[src/rtl/rca_share_seq.sv]
// Two-requester front end that time-shares one 4-bit ripple-carry slice.
// A WIDTH-bit add takes WIDTH/4 cycles; the result returns on one valid/ready port.
module rca_share_seq #(
   parameter int unsigned WIDTH = 16
) (
   input  logic             clk,
   input  logic             rst,
   input  logic             req0_valid,
   output logic             req0_ready,
   input  logic [WIDTH-1:0] req0_a,
   input  logic [WIDTH-1:0] req0_b,
   input  logic             req0_cin,
   input  logic             req1_valid,
   output logic             req1_ready,
   input  logic [WIDTH-1:0] req1_a,
   input  logic [WIDTH-1:0] req1_b,
   input  logic             req1_cin,
   output logic             rsp_valid,
   input  logic             rsp_ready,
   output logic [WIDTH-1:0] rsp_sum,
   output logic             rsp_cout,
   output logic             rsp_id
);

   localparam int unsigned NIB = WIDTH / 4;
   localparam int unsigned KW = (NIB > 1) ? $clog2(NIB) : 1;
   localparam logic [KW-1:0] KLAST = KW'(NIB - 1);

   typedef enum logic [1:0] {StIdle, StRun, StDone} state_e;

   state_e           state_q, state_d;
   logic [WIDTH-1:0] a_q, a_d, b_q, b_d, sum_q, sum_d;
   logic [KW-1:0]    k_q, k_d;
   logic             carry_q, carry_d, cout_q, cout_d, id_q, id_d, last_q, last_d;
   logic [3:0]       nib_a, nib_b;
   logic [4:0]       add;
   logic             grant0, grant1;

   function automatic logic [4:0] ripple4(input logic [3:0] x, input logic [3:0] y,
                                          input logic ci);
      logic       c;
      logic [3:0] s;
      c = ci;
      for (int i = 0; i < 4; i++) begin
         s[i] = x[i] ^ y[i] ^ c;
         c    = (x[i] & y[i]) | (c & (x[i] ^ y[i]));
      end
      return {c, s};
   endfunction

   // Nibble k sits at bit offset 4*k, i.e. {k, 2'b00}.
   assign nib_a = 4'(a_q >> {k_q, 2'b00});
   assign nib_b = 4'(b_q >> {k_q, 2'b00});
   assign add   = ripple4(nib_a, nib_b, carry_q);

   // Round-robin: on a tie, the requester not served last wins.
   assign grant0 = req0_valid && (!req1_valid || last_q);
   assign grant1 = req1_valid && (!req0_valid || !last_q);

   always_comb begin
      state_d    = state_q;
      a_d        = a_q;
      b_d        = b_q;
      sum_d      = sum_q;
      k_d        = k_q;
      carry_d    = carry_q;
      cout_d     = cout_q;
      id_d       = id_q;
      last_d     = last_q;
      req0_ready = 1'b0;
      req1_ready = 1'b0;
      case (state_q)
         StIdle: begin
            req0_ready = grant0 && !rst;
            req1_ready = grant1 && !rst;
            if (grant0 || grant1) begin
               a_d     = grant1 ? req1_a : req0_a;
               b_d     = grant1 ? req1_b : req0_b;
               carry_d = grant1 ? req1_cin : req0_cin;
               id_d    = grant1;
               last_d  = grant1;
               k_d     = '0;
               state_d = StRun;
            end
         end
         StRun: begin
            sum_d   = (sum_q & ~(WIDTH'(4'hf) << {k_q, 2'b00}))
                    | (WIDTH'(add[3:0]) << {k_q, 2'b00});
            carry_d = add[4];
            k_d     = k_q + KW'(1);
            if (k_q == KLAST) begin
               cout_d  = add[4];
               state_d = StDone;
            end
         end
         StDone: begin
            if (rsp_ready) state_d = StIdle;
         end
         default: state_d = StIdle;
      endcase
   end

   always_ff @(posedge clk or posedge rst) begin
      if (rst) begin
         state_q <= StIdle;
         a_q     <= '0;
         b_q     <= '0;
         sum_q   <= '0;
         k_q     <= '0;
         carry_q <= 1'b0;
         cout_q  <= 1'b0;
         id_q    <= 1'b0;
         last_q  <= 1'b1;
      end else begin
         state_q <= state_d;
         a_q     <= a_d;
         b_q     <= b_d;
         sum_q   <= sum_d;
         k_q     <= k_d;
         carry_q <= carry_d;
         cout_q  <= cout_d;
         id_q    <= id_d;
         last_q  <= last_d;
      end
   end

   assign rsp_valid = (state_q == StDone);
   assign rsp_sum   = sum_q;
   assign rsp_cout  = cout_q;
   assign rsp_id    = id_q;

endmodule

[config.mk]
export PLATFORM = sky130hd
export DESIGN_NAME = rca_share_seq
export DESIGN_NICKNAME = d
export VERILOG_FILES = /design/src/rtl/rca_share_seq.sv
export SDC_FILE = /design/constraint.sdc
export NUM_CORES = 1
export LEC_CHECK = 0
export ABC_AREA = 1
export BUFFER_PORTS_ARGS = -buffer_cell sky130_fd_sc_hd__buf_2
export CAP_MARGIN = 30
export CORE_UTILIZATION = 40
export CTS_CLUSTER_DIAMETER = 60
export CTS_CLUSTER_SIZE = 10
export DETAILED_ROUTE_END_ITERATION = 16
export GPL_ROUTABILITY_DRIVEN = 0
export GPL_TIMING_DRIVEN = 0
export HOLD_SLACK_MARGIN = 0.12
export MAX_ROUTING_LAYER = met4
export PLACE_DENSITY = 0.68
export SYNTH_ARGS = -nofsm -noshare
export SYNTH_HDL_FRONTEND = slang
export SYNTH_SLANG_ARGS = --single-unit
[constraint.sdc]
create_clock -name clk -period 8.7 [get_ports clk]
set_clock_uncertainty 0.2 [all_clocks]
set_input_delay 1.74 -clock clk [delete_from_list [all_inputs] [get_ports clk]]
set_output_delay 1.74 -clock clk [all_outputs]
set_load 0.01 [all_outputs]
==> results of run 1 <==
## critical path, cell delays in order
cell      delay (ns)
buf_2           0.10
inv_2           0.41
nand2_1         0.16
a211oi_1        0.21
buf_2           0.17
## cell families (layout without fill, tap and decap cells)
logic type | Yosys count | after routing
and+or+nand+nor | 225 | 225
AOI/OAI and AO/OA | 74 | 74
DFF | 56 | 56
buffers and inverters | 49 | 148
adders and majority gates | 8 | 8
## worst max path at each step
stage,slack (ns),end,depth (start not counted)
CTS,3.89,req0_ready,5
global placement,2.67,req0_ready,5
detailed placement,3.91,req0_ready,5
floorplan,3.31,req0_ready,3
finish,3.96,req0_ready,5
global route,3.76,req0_ready,5
## state kept, by name, indices dropped and copies added (netlist names)
name      count
a_q          16
b_q          16
rsp_sum      16
k_q           2
state_q       2
carry_q       1
last_q        1
rsp_cout      1
rsp_id        1
## per-stage QoR
| step | cells | setup slack [ns] |
|---|---|---|
| floorplan | 412 | 3.307 |
| global placement | 601 | 2.665 |
| detailed placement | 602 | 3.911 |
| CTS | 610 | 3.893 |
| global route | 610 | 3.765 |
| finish | 610 | 3.958 |
## routing by layer
| metal | up-vias | global-route usage [%] |
|---|---|---|
| met5 | - | - |
| met4 | 0 | 3.896 |
| met3 | 5 | 3.416 |
| met2 | 91 | 35.88 |
| met1 | 1360 | 27.67 |
| li1 | 1507 | - |
## area by class of cell
class / instances / area (um2)
Multi-Input combinational cell: 307 / 1406
Clock inverter: 1 / 30.03
Fill cell: 735 / 3553
Buffer: 24 / 153.9
Clock buffer: 7 / 96.34
Inverter: 25 / 93.84
Tap cell: 99 / 123.9
Timing Repair Buffer: 91 / 470.5
Sequential cell: 56 / 1403
## power breakdown
part | internal (mW) | total, mW | switching [mW]
registers | 0.388 | 0.455 | 0.0672
logic | 0.264 | 0.720 | 0.456
clock network | 0.102 | 0.186 | 0.0841
total | 0.753 | 1.36 | 0.607
## cell usage in the layout (no fill, tap or decap), drive strengths merged
cell type and instances:
a211oi 1, dfrtp 55, o22ai 4, bufinv 1, buf 113, nand3 37, fa 4, nand2 174
clkbuf 9, ha 4, o21ai 62, inv 25, a21oi 7, nor2 14, dfstp 1
==> flow_summary.json, run 1 <==
{
  "synth_ff_type": "dfrtp_1",
  "die_y_um": 89.42,
  "path_class": "in2out",
  "yosysTopAreaCell": "dfrtp_1",
  "max_cap_viol_count": 0,
  "drive_above_1_share_pct": 25.64,
  "min_path_type": "reg2reg",
  "grt_max_degree": 33,
  "critPathLaunchType": "primary input",
  "synth_edf_count": 0,
  "synth_xor_area_share_pct": 0,
  "cts_setup_buffers": 0,
  "wl_mm": 7.754,
  "cts_resized": 0,
  "leakagePower_nw": 2.089,
  "wl_met1_mm": 3.592,
  "hold_viol_final": 0,
  "overflow": 0,
  "initial_utilization_pct": 41.70,
  "timing.rr.start": "k_q[0]$_DFFE_PP0P_",
  "setup_viol": 0,
  "synth_nets": 491,
  "wl_per_cell_um": 12.71,
  "drc": 0,
  "critPathLaunch": "rst",
  "synth.avg_cell_area_um2": 7.419,
  "fin_crit_sh_pct": 54.50,
  "syn_inst": 412,
  "relSlewSlack_pct": 62.27,
  "powerDensity_nw_per_um2": 360.3,
  "dieArea_um2": 7995,
  "min_path_cells": 2,
  "wl_met3_um": 416,
  "synth_area_um2": 3057,
  "nNetsFinal": 589,
  "synth.area.mux_share_pct": 0,
  "wl_met2_mm": 3.697,
  "dr.max_layer_used": "met4",
  "numCtsBuffers": 5,
  "status": "complete, no violations",
  "htreeDepth": 2,
  "num_antenna_cells": 0,
  "cts-root-buf": "clkbuf_8",
  "cts.sinks": 56,
  "core_um2": 7331,
  "yosys_warnings": 0,
  "routed_via_density": 4.857,
  "hold_slack_ns": 0.2883,
  "worstMarginPinSlew_ns": 0.5651,
  "grt_pass1_wl_mm": 12.58,
  "synthTopCellsByCount": "171 x nand2_1, 55 x dfrtp_1, 45 x o21ai_0",
  "rsz0062_at_grt": "false",
  "synth.top_cell.area_share_pct": 45.03,
  "required_ns": 6.76,
  "clk_pin_slew_ns": 0.09,
  "period_needed_ns": 4.742,
  "dpl.hpwl_mm": 6.108,
  "clock.fmax_mhz": 210.9,
  "ctsHoldBuffers": 0,
  "r2r_setup_slack_ns": 5.44,
  "holdPathEnd": "b_q[15]$_DFFE_PP0P_",
  "grt.total_usage_pct": 21.41,
  "fp-row-count": 31,
  "place_area_um2": 3651,
  "route.antenna.remaining_nets": 0,
  "final_area_um2": 3777,
  "r2r_end": "rsp_sum[11]$_DFFE_PP0P_",
  "vias": 2963,
  "io_buffers": 90,
  "cts_tree": "done",
  "worstPathArrival_ns": 2.80,
  "synth-seq-area-share_pct": 45.89,
  "r2r_cells": 11,
  "maxSlewViolCount": 0,
  "yosysMostFrequentCell": "nand2_1",
  "end_kind": "output pin",
  "area_growth_pct": 23.58,
  "ys_top_cells_by_area": "dfrtp_1 45%, nand2_1 21%, o21ai_0 7.4%",
  "min_from": "b_q[15]$_DFFE_PP0P_",
  "synth_compound_area_share_pct": 12.36,
  "async_flop_share_pct": 100.0,
  "ys_ff_latch": 56,
  "crit_fanout": 26,
  "grt_pass1_vias": 2745,
  "drt_iter0_drc": 102,
  "final_util_pct": 51.53,
  "synth_fa_ha_area_share_pct": 4.257,
  "ir_drop_mv": 0.09805,
  "insertion_delay_ns": 0.32,
  "synthSimpleGateAreaFrac_pct": 29.39,
  "clockBufferDepth": 2,
  "pin_count": 92,
  "drtPass1Iterations": 4,
  "die_w_um": 89.42,
  "synth.distinct_cells": 19,
  "tns_ns": 0,
  "fin_total_pwr_mw": 1.361,
  "synth_top_family_by_area": "simple AND/OR/NAND/NOR gates",
  "antenna_found_initial": 0
}
(Power assumes the default switching activity.)
==> run 2, diff against run 1 <==
--- a/config.mk
+++ b/config.mk
@@ -16,7 +16,7 @@
 export GPL_TIMING_DRIVEN = 0
 export HOLD_SLACK_MARGIN = 0.12
 export MAX_ROUTING_LAYER = met4
-export PLACE_DENSITY = 0.68
+export PLACE_DENSITY = 0.7
 export SYNTH_ARGS = -nofsm -noshare
 export SYNTH_HDL_FRONTEND = slang
 export SYNTH_SLANG_ARGS = --single-unit
==> constraint.sdc (replaced) <==
create_clock -name clk -period 4.25 [get_ports clk]
set_clock_uncertainty 0.2 [all_clocks]
set_input_delay 0.85 -clock clk [delete_from_list [all_inputs] [get_ports clk]]
set_output_delay 0.85 -clock clk [all_outputs]
set_load 0.01 [all_outputs]
==> run 2 against run 1 <==
Against the previous run: sequential power grew 110%; critical path depth grew 6; worst hold slack gained 0.0023 ns; cell area grew 0.86%; clock power grew to 2.5 times the previous value; die area is the same; count of clock-buffer cells in the layout shrank 2; first-iteration DRC count grew 55%; global-route usage grew 0.49 points; setup slack lost 2.9 ns; highest routed layer unchanged.
==> flow_summary.json, run 2 (synthesis results as in run 1) <==
{
  "drc": 0,
  "core_um2": 7331,
  "hold_viol_final": 0,
  "layout_commonest_cell": "nand2_1",
  "end_kind": "register",
  "clock.fmax_mhz": 312.8,
  "cts_setup_buffers": 0,
  "fill_cells": 745,
  "ctsHoldBuffers": 0,
  "setup_ws_ns": 1.053,
  "io_buffers": 90,
  "grt.total_usage_pct": 21.90,
  "nNetsFinal": 589,
  "required_ns": 4.24,
  "min_from": "b_q[9]$_DFFE_PP0P_",
  "cts_resized": 0,
  "setup_viol": 0,
  "drive_above_1_share_pct": 25.64,
  "tns_ns": 0,
  "htreeDepth": 2,
  "grt_pass1_wl_mm": 12.87,
  "die_w_um": 89.42,
  "vias": 2958,
  "wl_per_cell_um": 12.84,
  "overflow": 0,
  "drtPass1Iterations": 5,
  "fin_crit_sh_pct": 75.23,
  "place_ws_ns": 1.084,
  "min_path_type": "reg2reg",
  "powerDensity_nw_per_um2": 751.3,
  "timing.rr.start": "k_q[0]$_DFFE_PP0P_",
  "antenna_found_initial": 0,
  "cts_tree": "done",
  "max_cap_viol_count": 0,
  "die_y_um": 89.42,
  "cts-root-buf": "clkbuf_8",
  "status": "complete, no violations",
  "ir_drop_mv": 0.2527,
  "num_antenna_cells": 0,
  "period_needed_ns": 3.197,
  "worstPathArrival_ns": 3.19,
  "grt_max_degree": 43,
  "critPathLaunchType": "register",
  "rsz0062_at_grt": "false",
  "clk_pin_slew_ns": 0.10,
  "maxSlewViolCount": 0,
  "leakagePower_nw": 2.103,
  "grt_pass1_vias": 2733,
  "cts.sinks": 56,
  "routed_via_density": 4.849,
  "worstMarginPinSlew_ns": 0.4178,
  "path_class": "reg2reg",
  "route.antenna.remaining_nets": 0,
  "crit_fanout": 10,
  "pin_count": 92,
  "dpl.hpwl_mm": 6.080,
  "drt_iter0_drc": 158,
  "dieArea_um2": 7995,
  "critPathLaunch": "k_q[0]$_DFFE_PP0P_",
  "clockBufferDepth": 2,
  "fin_total_pwr_mw": 2.862,
  "fp-row-count": 31,
  "relSlewSlack_pct": 72.15,
  "r2r_setup_slack_ns": 1.05,
  "wl_mm": 7.831,
  "numCtsBuffers": 5,
  "initial_utilization_pct": 41.70,
  "area_growth_pct": 24.64,
  "insertion_delay_ns": 0.31,
  "layout_common_cells": "171 x nand2_1, 102 x buf_2, 55 x dfrtp_1, 45 x o21ai_0, 37 x nand3_1",
  "hold_slack_ns": 0.2906
}
## run 2: metrics by stage
step / utilization (%) / area, um2 / cells
finish: 51.97 / 3810 / 610
global route: 51.97 / 3810 / 610
CTS: 51.97 / 3810 / 610
detailed placement: 49.80 / 3651 / 602
global placement: 49.53 / 3631 / 601
floorplan: - / 3057 / 412
## run 2: area by class of cell
type	count	area [um2]	share of cell area, %
clock buffers	5	68.82	1.806
multi-input cells	307	1406	36.91
inverters	25	93.84	2.463
clock inverters	3	90.09	2.365
well taps	99	123.9	3.251
repair buffers	91	470.5	12.35
flip-flops and latches	56	1403	36.81
plain buffers	24	153.9	4.039
## run 2: power by group
| part | total [mW] | leakage [nW] | switching, mW | internal [mW] |
|---|---|---|---|---|
| sequential | 0.939 | 0.697 | 0.145 | 0.794 |
| combinational | 1.46 | 1.33 | 0.925 | 0.531 |
| clock | 0.467 | 0.0784 | 0.173 | 0.294 |
| total | 2.86 | 2.10 | 1.24 | 1.62 |
## run 2: per-layer routing
metal  up-vias  track usage, %  part of all wire (%)  wire length, um
li1       1510               -                     -                -
met1      1356           28.12                    46             3623
met2        86           36.43                    48             3767
met3         6           3.970                   4.7              367
met4         0           4.329                  0.92               72
met5         -               -                     0                0
## run 2: worst max-delay path: stages (launching register included)
cell     delay (ns)
dfrtp_1        0.42
buf_2          0.18
buf_2          0.18
o21ai_0        0.25
a21oi_1        0.14
fa_1           0.41
fa_1           0.38
inv_1          0.08
fa_1           0.19
fa_1           0.44
nand2_1        0.12
o21ai_0        0.09
## run 2: path summary, 6_finish.rpt
kind,endpoint,depth (start not counted)
max in group asynchronous,k_q[0]$_DFFE_PP0P_,3
worst max register to register,rsp_sum[7]$_DFFE_PP0P_,11
min in group asynchronous,rsp_sum[12]$_DFFE_PP0P_,2
worst min register to register,b_q[9]$_DFFE_PP0P_,2
worst min-delay path,b_q[9]$_DFFE_PP0P_,2
worst max-delay path,rsp_sum[7]$_DFFE_PP0P_,11
==> run 3, diff against run 2 <==
--- a/config.mk
+++ b/config.mk
@@ -16,7 +16,7 @@
 export GPL_TIMING_DRIVEN = 0
 export HOLD_SLACK_MARGIN = 0.12
 export MAX_ROUTING_LAYER = met4
-export PLACE_DENSITY = 0.7
+export PLACE_DENSITY = 0.68
 export SYNTH_ARGS = -nofsm -noshare
 export SYNTH_HDL_FRONTEND = slang
 export SYNTH_SLANG_ARGS = --single-unit
==> constraint.sdc (replaced) <==
create_clock -name clk -period 3.1 [get_ports clk]
set_clock_uncertainty 0.2 [all_clocks]
set_input_delay 0.62 -clock clk [delete_from_list [all_inputs] [get_ports clk]]
set_output_delay 0.62 -clock clk [all_outputs]
set_load 0.01 [all_outputs]
==> run 3 against run 2 <==
Against the previous run: sequential cell count unchanged; sequential share of layout area down 0.44 points; via count rose by 2.8%; sequential power increased by 36%; core utilization increased by 0.68 points; combinational power rose by 46%; routed wire length up 0.54%; critical path type unchanged; largest cell class unchanged.
==> flow_summary.json, run 3 (synthesis results as in run 1) <==
{
  "status": "complete, no violations",
  "setup_viol": 0,
  "area_growth_pct": 26.28,
  "num_antenna_cells": 0,
  "numCtsBuffers": 5,
  "swShare_pct": 45.14,
  "layout_common_cells": "170 x nand2_1, 98 x buf_2, 54 x dfrtp_1, 43 x o21ai_0, 37 x nand3_1",
  "routed_via_density": 4.938,
  "comb_power_share_pct": 54.5,
  "nNetsFinal": 595,
  "relSlewSlack_pct": 72.04,
  "tns_ns": 0,
  "r2r_end": "rsp_sum[15]$_DFFE_PP0P_",
  "r2r_setup_slack_ns": 0.1,
  "place_area_um2": 3655,
  "core_um2": 7331,
  "timing.rr.start": "k_q[0]$_DFFE_PP0P_",
  "io_buffers": 90,
  "grt_max_degree": 43,
  "die_y_um": 89.42,
  "min_path_type": "in2reg",
  "path_class": "reg2reg",
  "cpPeakStageDelay_ns": 0.45,
  "layout_commonest_cell": "nand2_1",
  "path_cells": "buf_6 > buf_6 > o21ai_4 > a21oi_2 > fa_1 > fa_1 > inv_1 > fa_2 > fa_1 > nand2_1 > o21ai_0",
  "cts-root-buf": "clkbuf_8",
  "critPathTopFamily": "adder cells",
  "clockBufferDepth": 2,
  "p_int_mw": 2.142,
  "grt_pass1_wl_mm": 13.04,
  "powerDensity_nw_per_um2": 1012,
  "seqPwrFrac_pct": 32.8,
  "max_cap_viol_count": 0,
  "p_switching_mw": 1.763,
  "drtPass1Iterations": 4,
  "cpMaxStageDelayCell": "fa_1",
  "path_common_cell": "fa_1",
  "pin_count": 92,
  "fp-row-count": 31,
  "drive_above_1_share_pct": 27.47,
  "drt_iter0_drc": 164,
  "die_w_um": 89.42,
  "route.antenna.remaining_nets": 0,
  "hold_viol_final": 0,
  "min_path_cells": 2,
  "fin_crit_sh_pct": 96.88,
  "wl_mm": 7.873,
  "worstMarginPinSlew_ns": 0.4195,
  "critPathLaunchType": "register",
  "grt.total_usage_pct": 22.03,
  "final_area_um2": 3860,
  "hold_slack_ns": 0.2788,
  "htreeDepth": 2,
  "initial_utilization_pct": 41.70,
  "required_ns": 3.10,
  "leakagePower_nw": 2.111,
  "overflow": 0,
  "r2r_cells": 11,
  "clock_power_share_pct": 12.7,
  "final_util_pct": 52.65,
  "cts_tree": "done",
  "wl_per_cell_um": 12.78,
  "insertion_delay_ns": 0.32,
  "clock.fmax_mhz": 333.0,
  "cts.sinks": 56,
  "grt_pass1_vias": 2845,
  "antenna_found_initial": 0,
  "period_needed_ns": 3.003,
  "place_ws_ns": -0.03887,
  "fill_cells": 745,
  "ir_drop_mv": 0.3971,
  "path_buf_inv": 3,
  "vias": 3042,
  "clk_pin_slew_ns": 0.10,
  "min_from": "rsp_ready",
  "setup_ws_ns": 0.09678,
  "dieArea_um2": 7995,
  "worstPathArrival_ns": 3.01,
  "dpl.hpwl_mm": 6.059,
  "drc": 0,
  "crit_fanout": 10,
  "end_kind": "register",
  "maxSlewViolCount": 0,
  "holdPathEnd": "state_q[1]$_DFFE_PP0P_"
}
[run 3: power groups by stage]
stage                     logic, mW  registers (mW)  clock network [mW]
final                          2.13            1.28               0.497
after detailed placement       2.00            1.30                   0
after global routing           2.46            1.32               0.533
after floorplan                1.37            1.29                   0
after global placement         1.96            1.29                   0
after CTS                      2.01            1.28               0.502
[run 3: routing by layer]
metal / wire [um] / track usage (%) / up-vias
met5: 0 / - / -
li1: - / - / 1525
met1: 3719 / 28.83 / 1401
met4: 110 / 5.195 / 0
met3: 348 / 3.047 / 13
met2: 3695 / 36.29 / 103
[run 3: cell type report]
type / instances / area (um2) / share of cell area [%]
inverters: 25 / 97.59 / 2.528
multi-input cells: 307 / 1430 / 37.05
well taps: 99 / 123.9 / 3.209
clock inverters: 3 / 46.29 / 1.199
clock buffers: 5 / 68.82 / 1.783
plain buffers: 24 / 171.4 / 4.441
flip-flops and latches: 56 / 1404 / 36.37
repair buffers: 97 / 518.0 / 13.42
[run 3: how the worst max path moves through the flow]
stage / from / to / slack (ns) / cells past startpoint
after global placement: k_q[0]$_DFFE_PP0P_ / rsp_sum[11]$_DFFE_PP0P_ / -0.07 / 11
after global routing: k_q[0]$_DFFE_PP0P_ / rsp_sum[7]$_DFFE_PP0P_ / -0.03 / 12
final: k_q[0]$_DFFE_PP0P_ / rsp_sum[15]$_DFFE_PP0P_ / 0.1 / 11
after detailed placement: k_q[0]$_DFFE_PP0P_ / rsp_sum[7]$_DFFE_PP0P_ / -0.04 / 11
after CTS: k_q[0]$_DFFE_PP0P_ / rsp_sum[15]$_DFFE_PP0P_ / 0.02 / 11
after floorplan: k_q[0]$_DFFE_PP0P_ / rsp_sum[3]$_DFFE_PP0P_ / 0.28 / 11
[run 3: timing repair]
| item | in CTS | in global routing |
|---|---|---|
| endpoints found under the hold margin | 13 | 0 |
| resized for setup | 2 | 16 |
| setup buffers | 0 | 5 |
| endpoints found under the setup margin | 4 | 4 |
| hold buffers | 1 | 0 |
| pin swaps | 0 | 2 |
[run 3: through the flow]
stage	power [mW]	instances
final	3.905	616
after global routing	4.317	616
after CTS	3.795	611
after detailed placement	3.296	602
after global placement	3.242	601
after floorplan	2.663	412
[run 3: worst reg2reg max path, cell delays in order, from the launching register on]
cell and delay [ns]:
dfrtp_1 0.44, buf_6 0.16, buf_6 0.14, o21ai_4 0.15, a21oi_2 0.08, fa_1 0.41, fa_1 0.38, inv_1 0.08
fa_2 0.20, fa_1 0.45, nand2_1 0.11, o21ai_0 0.09
